--- src/rtl/phase_sweep_ctrl.sv ---
// Sweeps one phase_calc over every array element for a beam command and writes results in element order.
// Latency: first table read one cycle after accept, issue every ISSUE_GAP cycles; stalls at MAX_OUT in flight.
module phase_sweep_ctrl #(
  parameter int N_ELEM    = 64,
  parameter int ISSUE_GAP = 2,
  parameter int MAX_OUT   = 32,
  parameter int TIMEOUT   = 64,
  localparam int EAW      = $clog2(N_ELEM)
) (
  input  logic           clk,
  input  logic           rst_n,
  input  logic           cmd_valid,
  output logic           cmd_ready,
  input  logic [15:0]    cmd_az,
  input  logic [15:0]    cmd_el,
  input  logic           cmd_is_tx,
  input  logic           cmd_abort,
  output logic           tbl_rd_en,
  output logic [EAW-1:0] tbl_addr,
  input  logic [15:0]    tbl_x,
  input  logic [15:0]    tbl_y,
  output logic           pc_start,
  output logic           pc_is_tx,
  output logic [15:0]    pc_az,
  output logic [15:0]    pc_el,
  output logic [15:0]    pc_x,
  output logic [15:0]    pc_y,
  input  logic           pc_valid,
  input  logic [5:0]     pc_phase_idx,
  output logic           wr_en,
  output logic [EAW-1:0] wr_addr,
  output logic [5:0]     wr_data,
  output logic           busy,
  output logic           done,
  output logic [1:0]     status,
  output logic           err_stray
);

  localparam int OW = $clog2(MAX_OUT + 2);
  localparam int WW = $clog2(TIMEOUT + 1);
  localparam int GW = $clog2(ISSUE_GAP + 1);
  localparam logic [EAW-1:0] LAST = EAW'(N_ELEM - 1);

  typedef enum logic [1:0] {S_IDLE, S_ISSUE, S_DRAIN, S_DONE} state_t;

  state_t         state, state_nxt;
  logic [15:0]    az_q, el_q;
  logic           tx_q;
  logic [EAW-1:0] issue_idx, ret_idx;
  logic [OW-1:0]  outstanding, out_nxt;
  logic [OW:0]    occ;
  logic [GW-1:0]  gap_cnt;
  logic [WW-1:0]  wd_cnt;
  logic           rd_pending, aborted, err_q;
  logic [1:0]     status_q, status_nxt;
  logic           accept, ret_ok, stray, active, wd_hit, rd_en, last_rd;

  always_comb begin
    accept     = cmd_valid && (state == S_IDLE);
    active     = (state == S_ISSUE) || (state == S_DRAIN);
    ret_ok     = pc_valid && (outstanding != '0);
    stray      = pc_valid && (outstanding == '0);
    wd_hit     = active && (outstanding != '0) && !pc_valid && (wd_cnt == WW'(TIMEOUT - 1));
    // A read issued last cycle becomes a start this cycle, so it already occupies a slot.
    occ        = {1'b0, outstanding} + {{OW{1'b0}}, rd_pending};
    rd_en      = (state == S_ISSUE) && (gap_cnt == '0) && (occ < (OW + 1)'(MAX_OUT))
                 && !cmd_abort && !wd_hit;
    last_rd    = rd_en && (issue_idx == LAST);
    out_nxt    = outstanding;
    if (wd_hit)
      out_nxt = '0;
    else if (rd_pending && !ret_ok)
      out_nxt = outstanding + OW'(1);
    else if (!rd_pending && ret_ok)
      out_nxt = outstanding - OW'(1);
    status_nxt = wd_hit ? 2'b10 : (aborted ? 2'b01 : 2'b00);
    state_nxt  = state;
    case (state)
      S_IDLE:  if (accept) state_nxt = S_ISSUE;
      S_ISSUE: begin
        if (wd_hit)
          state_nxt = S_DONE;
        else if (cmd_abort || last_rd)
          state_nxt = S_DRAIN;
      end
      S_DRAIN: if (wd_hit || out_nxt == '0) state_nxt = S_DONE;
      S_DONE:  state_nxt = S_IDLE;
      default: state_nxt = S_IDLE;
    endcase
  end

  always_ff @(posedge clk or negedge rst_n) begin
    if (!rst_n) begin
      state       <= S_IDLE;
      az_q        <= '0;
      el_q        <= '0;
      tx_q        <= 1'b0;
      issue_idx   <= '0;
      ret_idx     <= '0;
      outstanding <= '0;
      rd_pending  <= 1'b0;
      gap_cnt     <= '0;
      wd_cnt      <= '0;
      aborted     <= 1'b0;
      err_q       <= 1'b0;
      status_q    <= 2'b00;
    end else begin
      state      <= state_nxt;
      rd_pending <= rd_en;
      if (accept) begin
        az_q        <= cmd_az;
        el_q        <= cmd_el;
        tx_q        <= cmd_is_tx;
        issue_idx   <= '0;
        ret_idx     <= '0;
        outstanding <= '0;
        gap_cnt     <= '0;
        aborted     <= 1'b0;
      end else begin
        outstanding <= out_nxt;
        if (rd_en && !last_rd)
          issue_idx <= issue_idx + EAW'(1);
        if (ret_ok && ret_idx != LAST)
          ret_idx <= ret_idx + EAW'(1);
        if (rd_en)
          gap_cnt <= GW'(ISSUE_GAP - 1);
        else if (gap_cnt != '0)
          gap_cnt <= gap_cnt - GW'(1);
        if (state == S_ISSUE && cmd_abort && !wd_hit)
          aborted <= 1'b1;
      end
      if (accept || pc_valid || outstanding == '0 || wd_hit || !active)
        wd_cnt <= '0;
      else
        wd_cnt <= wd_cnt + WW'(1);
      // A stray in the accept cycle still wins so it is never lost.
      if (stray)
        err_q <= 1'b1;
      else if (accept)
        err_q <= 1'b0;
      if (state != S_DONE && state_nxt == S_DONE)
        status_q <= status_nxt;
    end
  end

  assign cmd_ready = (state == S_IDLE);
  assign busy      = (state != S_IDLE);
  assign done      = (state == S_DONE);
  assign status    = status_q;
  assign err_stray = err_q;
  assign tbl_rd_en = rd_en;
  assign tbl_addr  = issue_idx;
  assign pc_start  = rd_pending;
  assign pc_is_tx  = tx_q;
  assign pc_az     = az_q;
  assign pc_el     = el_q;
  assign pc_x      = rd_pending ? tbl_x : '0;
  assign pc_y      = rd_pending ? tbl_y : '0;
  // Results of an aborted sweep are drained but never land in the weight RAM.
  assign wr_en     = ret_ok && !aborted && !(active && cmd_abort);
  assign wr_addr   = ret_idx;
  assign wr_data   = wr_en ? pc_phase_idx : '0;

endmodule

--- config.mk ---
export PLATFORM = sky130hd
export DESIGN_NAME = phase_sweep_ctrl
export DESIGN_NICKNAME = d
export VERILOG_FILES = /design/src/rtl/phase_sweep_ctrl.sv
export SDC_FILE = /design/constraint.sdc
export NUM_CORES = 1
export LEC_CHECK = 0
export BUFFER_PORTS_ARGS = -buffer_cell sky130_fd_sc_hd__buf_2
export CAP_MARGIN = 40
export CORE_MARGIN = 5
export CORE_UTILIZATION = 30
export CTS_CLUSTER_SIZE = 20
export DETAILED_ROUTE_END_ITERATION = 8
export GPL_TIMING_DRIVEN = 0
export PLACE_DENSITY_LB_ADDON = 0.3
export SYNTH_ARGS = -nofsm -noshare
export SYNTH_HDL_FRONTEND = slang
export SYNTH_SLANG_ARGS = --single-unit
--- constraint.sdc ---
create_clock -name clk -period 2.5 [get_ports clk]
set_input_delay 0.5 -clock clk [delete_from_list [all_inputs] [get_ports clk]]
set_output_delay 0.5 -clock clk [all_outputs]
set_load 0.005 [all_outputs]
==> metrics.md, run 1 <==
| Metric | Value |
|---|---|
| Dpl ws | `-382 ps` |
| Drt wl/cell | `13.8 um` |
| Final instance area | `around 5100 um2` |
| CTS tree | `built` |
| Clk_lat worst skew | `~330 ps` |
| Iteration-0 DRC Markers | `about 120` |
| Vias per cell | `4.62` |
| Netlist cell types | `43` |
| Worst IR Drop VDD | `0.636 mV` |
| Largest area contributor in the netlist | `dfrtp_1` |
| Worst path required time | `about 2700 ps` |
| Commonest non-fill, non-tap cell in the layout | `buf_2` |
| Status | `finished with violations` |
| Reg clk slew, reported paths | `around 50 ps` |
| Share of flip-flops with an asynchronous set or reset | `between 90% and 100%` |
| Lkg Pwr | `2.77 nW` |
| Post-route setup slack | `-8.38 ps` |
| Failing checks | `setup timing` |
| Worst hold path class | `input port to asynchronous set/reset pin` |
| Io pins | `168` |
| Minimum hold slack | `slightly above 80 ps` |
| Crit-path max cell delay | `440 ps` |
| Worst setup path class | `flop to flop` |
| Setup-failing EPs final | `1` |
| R2r setup slk | `-8 ps` |
| Core area | `between 10000 and 15000 um2` |
| Die Footprint | `13900 um2` |
| Critical path destination | `status[1]` |
| Final WL | `10.1 mm` |
| Port buffer count | `between 150 and 200` |
| Placed cell areas | `~4500 um2` |
| Initial Util | `between 30% and 40%` |
| Top cells by area, synth | `dfrtp_1 (48%), nand2_1 (13%), and2_1 (7.3%)` |
| Combinational Power Share | `between 40% and 50%` |
| Initial antenna violation count | `0` |
| RSZ-0062 raised after global routing | `yes` |
| Share of cells above drive strength 1 | `39.6%` |
| CTS Hold Bufs | `0` |
| CTS Sinks | `67` |
| H-tree levels | `3` |
| Slowest library cell on the worst path | `dfrtp_2` |
| Sequential Power Share | `a little under a third` |
| DP Wirelength | `approximately 7.6 mm` |
| Critical path launch point | `outstanding[1]` |
| Clock root buffer master | `clkbuf_16` |
| Final Max Slew Viols | `0` |
| YS warnings | `0` |
| Pwr per Cell Area | `about 1100 nW/um2` |
| Highest-count cells in the layout ignoring fill and taps | `buf_2 (164), nand2_1 (115), dfrtp_1 (65)` |
| Die H | `around 120 um` |
| Layout area overhead | `47.3%` |
| Int Pwr | `3.72 mW` |
| Sw Pwr | `1.99 mW` |
| Main synth FF type | `dfrtp_1` |
| CTS max path bufs | `2` |
| EDFF count, synth | `0` |
| Remaining antenna violation count after routing | `0` |
| Slew at the pin closest to its max-slew limit | `508 ps` |
| Total CTS buffers | `9` |
| Max-Cap Viols | `0` |
| DRC Markers | `0` |
| Post-synthesis register bit count | `67` |
| Nets | `670` |
| Power share of the clock group | `between 20% and 30%` |
| Ant. Diodes | `0` |
| Grt ovf | `0` |
| First-pass GRT wire length | `between 15 and 20 mm` |
| Vias | `roughly 3.4k` |
| Beginning of the worst register-to-register path | `outstanding[1]` |
| Syn Area/Cell | `~8.9 um2` |
| TritonRoute pass-1 iters | `6` |
| Crit-path max FO | `4` |
| Fin crit period | `between 2000 and 3000 ps` |
| CP Cell Sequence | `inv_2 > ha_4 > nor2b_4 > a21boi_4 > xnor2_2 > a31oi_1 > nand4b_1 > a211oi_4 > mux2_4` |
| Max Clock Freq | `roughly 0.40 GHz` |
| Switching fraction of total power | `around a third` |
| Register area share after synthesis | `between 40% and 50%` |
| Net Count, Synth | `478` |
| Fin util | `~45%` |
| Post-synthesis cell area | `~3500 um2` |
| Die Wd | `about 120 um` |
| R2R Path End | `status[1]` |
| Syn Inst Count | `between 300 and 400` |
| Vias in the first global route | `3404` |
| Largest net degree at the start of global routing | `43` |
| Crit path DAT | `between 2000 and 3000 ps` |
| GPL Wtd Cong | `around 0.8` |
| Std-Cell Rows | `39` |
| Setup crit start kind | `flop` |
| Placed insts | `approximately 700` |
| Gr usage total | `between 10% and 20%` |
| Overall power | `5.70 mW` |
| CP Capture Type | `flop` |
| Setup Skew | `between 3 and 4 ps` |
| Tcrit/Tclk final | `100%` |
| Headroom to the max-slew limit | `66.2%` |
| Finished Layout Cells | `about 730` |
| Synth top area share | `48.0%` |
| R2R cell count | `9` |
| Post-Route Setup TNS | `-8.38 ps` |
| Hold Fails Final Rpt | `0` |
==> registers in the layout, summed over array words and instances (netlist names) <==
signal,flops
wd_cnt,7
pc_el,16
err_stray,1
state,2
aborted,1
pc_is_tx,1
tbl_addr,6
wr_addr,6
gap_cnt,2
pc_az,16
pc_start,1
status,2
outstanding,6
==> synth_stat cells, types with 3 or more instances <==
cell,number
o21ai_0,7
nand3_1,8
xor2_1,10
a21oi_1,4
nand2_1,117
nor3_1,6
mux2i_1,4
and3_1,5
nand4_1,4
nor2_1,32
or3_1,3
nand3b_1,4
dfrtp_1,67
a31oi_1,3
xnor2_1,10
clkbuf_1,12
nand4b_1,3
buf_6,3
inv_1,10
and2_1,41
ha_1,11
==> power groups by stage <==
| stage | logic [mW] | clock network [mW] | registers [mW] |
|---|---|---|---|
| after global placement | 2.04 | 0 | 1.75 |
| after detailed placement | 2.09 | 0 | 1.75 |
| after CTS | 2.31 | 1.55 | 1.75 |
| final | 2.44 | 1.52 | 1.75 |
| after global routing | 2.75 | 1.60 | 1.80 |
| after floorplan | 1.26 | 0 | 1.76 |
==> worst max-delay path: cells and delay by family (launching register included) <==
kind            cells  cell delay (ps)
fa+ha+maj           1              140
buf+inv             1              100
flops               1              440
simple gates        2              550
xor+xnor            1              240
compound gates      3              620
mux                 1              320
==> logic make-up after synthesis <==
family / Yosys count / synth area share, %
AO/OA/AOI/OAI: 29 / 6.27
XOR/XNOR: 20 / 5.01
adder cells (fa/ha/maj): 11 / 3.94
buffers and inverters: 27 / 3.54
flip-flops: 67 / 48.0
multiplexers: 5 / 1.47
AND/OR/NAND/NOR: 232 / 31.8
==> routing by layer <==
| metal | routed length, um | vias up | track usage [%] | part of all wire (%) |
|---|---|---|---|---|
| li1 | - | 1651 | - | - |
| met1 | 4070 | 1542 | 16.2 | 40 |
| met2 | 4700 | 170 | 23.9 | 47 |
| met3 | 1090 | 13 | 5.81 | 11 |
| met4 | 194 | 0 | 6.45 | 1.9 |
| met5 | 0 | - | 0 | 0 |
==> worst min-delay path by stage <==
stage,from,end,cells past startpoint
after floorplan,rst_n,aborted,0
after global placement,wd_cnt[0],wd_cnt[0],1
after detailed placement,rst_n,pc_az[6],1
after CTS,rst_n,wr_addr[1],1
final,rst_n,pc_az[6],1
after global routing,rst_n,tbl_addr[4],1
==> cell type report <==
| type | count | area (um2) |
|---|---|---|
| plain buffers | 16 | 83.8 |
| clock buffers | 11 | 233 |
| clock inverters | 5 | 125 |
| fillers | 1101 | 6270 |
| inverters | 10 | 37.5 |
| multi-input cells | 297 | 1820 |
| flip-flops and latches | 67 | 1680 |
| well taps | 143 | 179 |
| repair buffers | 182 | 988 |
==> timing repair <==
item	4_1_cts	5_1_grt
pin swaps	4	12
setup buffers	8	8
resized for setup	20	15
endpoints found under the setup margin	16	14
No activity file was read; power rests on OpenSTA's default activity.
==> run 2: changes to the inputs <==
==> constraint.sdc (replaced) <==
create_clock -name clk -period 2.5 [get_ports clk]
set_input_delay 0.75 -clock clk [delete_from_list [all_inputs] [get_ports clk]]
set_output_delay 0.75 -clock clk [all_outputs]
set_load 0.005 [all_outputs]
==> metrics.md, run 2 (synthesis results as in run 1) <==
| Metric | Value |
|---|---|
| Gr usage total | `14.5%` |
| Highest-count cells in the layout ignoring fill and taps | `buf_2 (164), nand2_1 (115), dfrtp_1 (65)` |
| Max-Cap Viols | `0` |
| Port buffer count | `~170` |
| DRC Markers | `0` |
| Fillcell total | `approximately 1.1k` |
| Share of cells above drive strength 1 | `between 40% and 50%` |
| Crit path DAT | `2810 ps` |
| Std-Cell Rows | `39` |
| CP Capture Type | `flop` |
| Final WL | `between 9 and 10 mm` |
| Fin crit period | `2600 ps` |
| Die H | `around 120 um` |
| Crit-path max cell delay | `between 300 and 400 ps` |
| Vias | `3408` |
| Drt wl/cell | `between 10 and 15 um` |
| Vias in the first global route | `3458` |
| Hold Fails Final Rpt | `0` |
| Clk_lat worst skew | `roughly 330 ps` |
| Worst setup path class | `flop to flop` |
| Power share of the clock group | `24.2%` |
| Failing checks | `setup timing` |
| R2R Path End | `status[1]` |
| Tcrit/Tclk final | `104%` |
| Sw Pwr | `between 1.5 and 2 mW` |
| CTS Sinks | `67` |
| Lkg Pwr | `between 2 and 3 nW` |
| Int Pwr | `around 3.5 mW` |
| Largest net degree at the start of global routing | `between 40 and 50` |
| Remaining antenna violation count after routing | `0` |
| Max Clock Freq | `a little under 0.4 GHz` |
| DP Wirelength | `7.69 mm` |
| RSZ-0062 raised after global routing | `yes` |
| Slowest library cell on the worst path | `dfrtp_1` |
| Core area | `~11000 um2` |
| Worst hold path class | `input port to asynchronous set/reset pin` |
| Critical path launch point | `outstanding[1]` |
| Setup Skew | `around 6.3 ps` |
| Status | `finished with violations` |
| Initial Util | `between 30% and 40%` |
| Io pins | `168` |
| Ant. Diodes | `0` |
| Combinational Power Share | `44.3%` |
| Total CTS buffers | `9` |
| Worst IR Drop VDD | `~0.66 mV` |
| Switching fraction of total power | `a little over a third` |
| CTS Hold Bufs | `0` |
| Headroom to the max-slew limit | `approximately 65%` |
| Worst path required time | `roughly 2700 ps` |
| Sequential Power Share | `around a third` |
| Beginning of the worst register-to-register path | `outstanding[1]` |
| First-pass GRT wire length | `16.6 mm` |
| Overall power | `around 5.5 mW` |
| Most frequent CP cell | `buf_4` |
| Iteration-0 DRC Markers | `between 100 and 150` |
| Slew at the pin closest to its max-slew limit | `532 ps` |
| Commonest non-fill, non-tap cell in the layout | `buf_2` |
| Pwr per Cell Area | `1090 nW/um2` |
| Layout area overhead | `45.5%` |
| Reg clk slew, reported paths | `approximately 60 ps` |
| Die Footprint | `between 10000 and 15000 um2` |
| Setup-failing EPs final | `10` |
| CTS max path bufs | `2` |
| CP Cell Sequence | `inv_2 > ha_4 > nor2b_4 > buf_4 > a2111oi_4 > buf_4 > buf_4 > o21ai_1 > o211ai_1 > inv_1 > a211oi_2 > mux2_1` |
| Clock root buffer master | `clkbuf_16` |
| R2r setup slk | `-100 ps` |
| Die Wd | `roughly 120 um` |
| GPL Wtd Cong | `between 0.7 and 0.8` |
| H-tree levels | `3` |
| Final Max Slew Viols | `0` |
| Grt ovf | `0` |
| Crit-path max FO | `4` |
| Post-route setup slack | `-99.1 ps` |
| CTS tree | `built` |
| TritonRoute pass-1 iters | `6` |
| Initial antenna violation count | `0` |
| Critical path destination | `status[1]` |
| Nets | `about 670` |
| Setup crit start kind | `flop` |
| R2R cell count | `12` |
| Vias per cell | `4.64` |
| Minimum hold slack | `323 ps` |
[run 2: cell types whose count changed in the layout (fill, tap and decap cells not counted), sizes merged]
cell / delta
buf: +4
clkbuf: -2
clkinvlp: +3
clkinv: +1
bufinv: -2
[run 2: final cells by class]
cell class	instances	area, um2	area share, %
Timing Repair Buffer	185	995	19.6
Multi-Input combinational cell	297	1790	35.2
Buffer	17	88.8	1.75
Clock inverter	7	92.6	1.82
Clock buffer	9	225	4.43
Sequential cell	67	1680	33.0
Tap cell	143	179	3.52
Inverter	10	37.5	0.738
[run 2: power by group through the flow]
stage / Clock [mW] / Sequential [mW] / Combinational [mW]
6_report: 1.34 / 1.74 / 2.44
5_1_grt: 1.41 / 1.79 / 2.75
4_1_cts: 1.36 / 1.74 / 2.41
3_5_place_dp: 0 / 1.76 / 2.10
3_3_place_gp: 0 / 1.75 / 2.04
2_1_floorplan: 0 / 1.76 / 1.26
[run 2: worst min-delay path by stage]
stage	to	slack (ps)	cells past startpoint
2_1_floorplan	wd_cnt[0]	420	1
4_1_cts	gap_cnt[1]	330	1
5_1_grt	pc_az[7]	350	1
3_3_place_gp	wd_cnt[0]	440	1
3_5_place_dp	wd_cnt[0]	450	1
6_report	pc_az[7]	320	1
[run 2: metal layers]
| metal | wire, um | vias to the layer above | GRT usage, % | share of wire, % |
|---|---|---|---|---|
| li1 | - | 1657 | - | - |
| met1 | 3810 | 1579 | 15.0 | 38 |
| met2 | 4890 | 159 | 25.4 | 49 |
| met3 | 1120 | 13 | 6.58 | 11 |
| met4 | 138 | 0 | 5.52 | 1.4 |
| met5 | 0 | - | 0 | 0 |
[run 2: worst max-delay path, delay by kind of cell (launching register included)]
kind / cells / cell delay, ps
multiplexers: 1 / 340
flip-flops: 1 / 380
AO/OA/AOI/OAI: 4 / 830
adder cells (fa/ha/maj): 1 / 160
AND/OR/NAND/NOR: 1 / 130
buffers and inverters: 5 / 630
[run 2: timing repair]
item / in CTS / in global routing
pin swaps: 10 / 6
endpoints found under the setup margin: 46 / 18
setup buffers: 14 / 4
gates resized for setup: 24 / 6
[run 2: per-stage QoR]
step | setup slack, ps | TNS, ps | instance area, um2 | instances | util, %
floorplan | 0.256 | 0 | 3490 | 391 | -
global placement | -445 | -3670 | 4500 | 700 | 39.4
detailed placement | -511 | -4470 | 4530 | 701 | 39.6
CTS | -90.3 | -489 | 5040 | 731 | 44.1
global route | -210 | -1530 | 5080 | 735 | 44.5
finish | -99.1 | -388 | 5080 | 735 | 44.5
==> run 3: changes to the inputs <==
Settings changed: ABC_AREA set to 1.
==> metrics.md, run 3 <==
| Metric | Value |
|---|---|
| Most repeated cell in the gate-level netlist after synthesis | `nand2_1` |
| Final WL | `approximately 10 mm` |
| Gr usage total | `approximately 14%` |
| First-pass GRT wire length | `roughly 17 mm` |
| Drt wl/cell | `12.5 um` |
| Syn Area/Cell | `~7.4 um2` |
| Slew at the pin closest to its max-slew limit | `537 ps` |
| Remaining antenna violation count after routing | `0` |
| Synth top area share | `between 40 and 50%` |
| Power share of the clock group | `about a quarter` |
| Max-Cap Viols | `0` |
| Met3 track demand over resource | `under 10%` |
| Post-route setup slack | `78.4 ps` |
| Setup Skew | `6.65 ps` |
| Top cells by area, synth | `dfrtp_1 (46%), nand2_1 (20%), inv_1 (8.1%)` |
| Hold Fails Final Rpt | `0` |
| Initial antenna violation count | `0` |
| Max Clock Freq | `just over 0.4 GHz` |
| CTS Sinks | `67` |
| EDFF count, synth | `0` |
| Crit-path max cell delay | `around 400 ps` |
| Io pins | `between 150 and 200` |
| Netlist cell types | `33` |
| Die H | `approximately 120 um` |
| Slowest library cell on the worst path | `dfrtp_1` |
| Core area | `approximately 12000 um2` |
| Sequential Power Share | `about 33%` |
| Setup crit start kind | `flop` |
| Port buffer count | `167` |
| Die Footprint | `~15000 um2` |
| Fillcell total | `about 1.2k` |
| YS warnings | `0` |
| TritonRoute pass-1 iters | `6` |
| Commonest non-fill, non-tap cell in the layout | `nand2_1` |
| Pwr per Cell Area | `1050 nW/um2` |
| Ant. Diodes | `0` |
| Std-Cell Rows | `40` |
| Share of flip-flops with an asynchronous set or reset | `100%` |
| Clk_lat worst skew | `330 ps` |
| M2 GR Usage | `a little under a quarter` |
| GRT met1 Usage | `between 15 and 20%` |
| Worst IR Drop VDD | `0.526 mV` |
| WP buf/inv | `4` |
| Crit-path max FO | `4` |
| Worst path required time | `between 1500 and 2000 ps` |
| Nets | `between 700 and 800` |
| Combinational Power Share | `between 40 and 50%` |
| Crit-path leading delay family | `flip-flops` |
| Final Max Slew Viols | `0` |
| GPL Wtd Cong | `slightly above 0.8` |
| Main synth FF type | `dfrtp_1` |
| CP Cell Sequence | `inv_1 > ha_1 > nand3_2 > inv_2 > nand2_2 > nand2_2 > inv_2 > buf_6` |
| CTS max path bufs | `2` |
| Highest-count cells in the layout ignoring fill and taps | `nand2_1 (192), buf_2 (167), inv_1 (77)` |
| Grt peak-use layer | `met2` |
| CP Capture Type | `output pin` |
| Post-synthesis cell area | `~3700 um2` |
| Die Wd | `between 100 and 150 um` |
| Sw Pwr | `roughly 2.1 mW` |
| Synth cell count leaders | `nand2_1 (192), inv_1 (79), dfrtp_1 (67)` |
| H-tree levels | `3` |
| Clock root buffer master | `clkbuf_16` |
| Largest area contributor in the netlist | `dfrtp_1` |
| Worst hold path class | `input port to asynchronous set/reset pin` |
| Register area share after synthesis | `a little under half` |
| Lkg Pwr | `~3.2 nW` |
| Final instance area | `5200 um2` |
| Initial Util | `approximately 30%` |
| Grt ovf | `0` |
| Fin crit period | `between 2000 and 2500 ps` |
| Net Count, Synth | `between 500 and 600` |
| Int Pwr | `3.36 mW` |
| Placed cell areas | `4730 um2` |
| Tcrit/Tclk final | `between 90% and 100%` |
| Vias per cell | `between 4 and 5` |
| Share of cells above drive strength 1 | `between 30% and 40%` |
| Syn Inst Count | `499` |
| DP Wirelength | `between 7 and 8 mm` |
| CTS tree | `built` |
| Iteration-0 DRC Markers | `about 130` |
| Setup-failing EPs final | `0` |
| Reg clk slew, reported paths | `around 60 ps` |
| Status | `finished, final reports clean` |
| Post-synthesis register bit count | `67` |
| Worst setup path class | `flop to output pin` |
| Layout area overhead | `41.5%` |
| Vias | `3749` |
| Switching fraction of total power | `between 30% and 40%` |
| Headroom to the max-slew limit | `between 60% and 70%` |
| Total CTS buffers | `9` |
| Dpl ws | `slightly above 90 ps` |
| Post-Route Setup TNS | `0 ps` |
| DRC Markers | `0` |
| Vias in the first global route | `approximately 3.6k` |
| Crit path DAT | `~1700 ps` |
| Largest net degree at the start of global routing | `56` |
run 3: cell count changes in the layout (fill, tap and decap cells not counted), sizes merged, moves of 10 or more:
| cell | delta |
|---|---|
| and2 | -41 |
| nand3 | +21 |
| buf | -10 |
| nand2 | +85 |
| inv | +71 |
run 3: path summary, 6_finish.rpt:
kind                                start         to  slack [ps]  cells past startpoint
worst max-delay path             state[1]  tbl_rd_en          80                      8
worst min-delay path                rst_n   pc_el[9]         270                      1
worst max register to register   state[1]  status[0]         260                     19
worst min register to register  status[1]  status[1]         460                      2
max in group asynchronous           rst_n   state[0]        1680                      2
min in group clk                status[1]  status[1]         460                      2
run 3: worst reg2reg max path: cells and delay by family, from the launching register on:
family,cells,cell delay [ps]
buffers and inverters,5,490
adders and majority gates,1,330
DFF,1,400
and+or+nand+nor,13,880
run 3: cell families after synthesis:
group	count (synthesis)	synth area share [%]
buffers and inverters	97	10.4
AND/OR/NAND/NOR	291	34.4
flip-flops	67	45.6
AO/OA/AOI/OAI	29	4.93
adder cells (fa/ha/maj)	11	3.74
XOR/XNOR	4	0.953
run 3: repair_timing:
item                                   in CTS  in global routing
endpoints found under the hold margin       0                  0
setup endpoints to repair                   8                 38
pin swaps                                   0                  4
cloned                                      0                  0
hold buffers                                0                  0
setup buffers                               2                  7
resized for setup                           6                 16
run 3: routing by layer:
layer / wire, um / part of all wire, %
met1: 4400 / 42
met4: 170 / 1.6
met5: 0 / 0
met2: 4730 / 45
met3: 1170 / 11
run 3: final cells by class:
cell class              count  area [um2]  share of cell area [%]
plain buffers              15        77.6                    1.49
repair buffers            177         940                    18.1
flip-flops and latches     67        1680                    32.2
clock buffers              10         239                    4.59
multi-input cells         335        1690                    32.5
clock inverters             6        88.8                    1.71
inverters                  82         308                    5.91
well taps                 147         184                    3.53
run 3: power groups by stage:
| stage | Sequential (mW) | Combinational (mW) | Clock (mW) |
|---|---|---|---|
| 6_report | 1.78 | 2.30 | 1.36 |
| 3_5_place_dp | 1.78 | 2.19 | 0 |
| 5_1_grt | 1.83 | 2.63 | 1.45 |
| 3_3_place_gp | 1.78 | 2.12 | 0 |
| 4_1_cts | 1.77 | 2.25 | 1.39 |
| 2_1_floorplan | 1.78 | 1.32 | 0 |
run 3: per-stage QoR:
stage          hold WS [ps]  std cells  util [%]  power, mW
4_1_cts                 268        832      42.4       5.41
2_1_floorplan           433        499         -       3.10
5_1_grt                 269        839      43.3       5.91
3_5_place_dp            457        814      39.4       3.98
6_report                269        839      43.3       5.44
3_3_place_gp            447        813      39.1       3.90
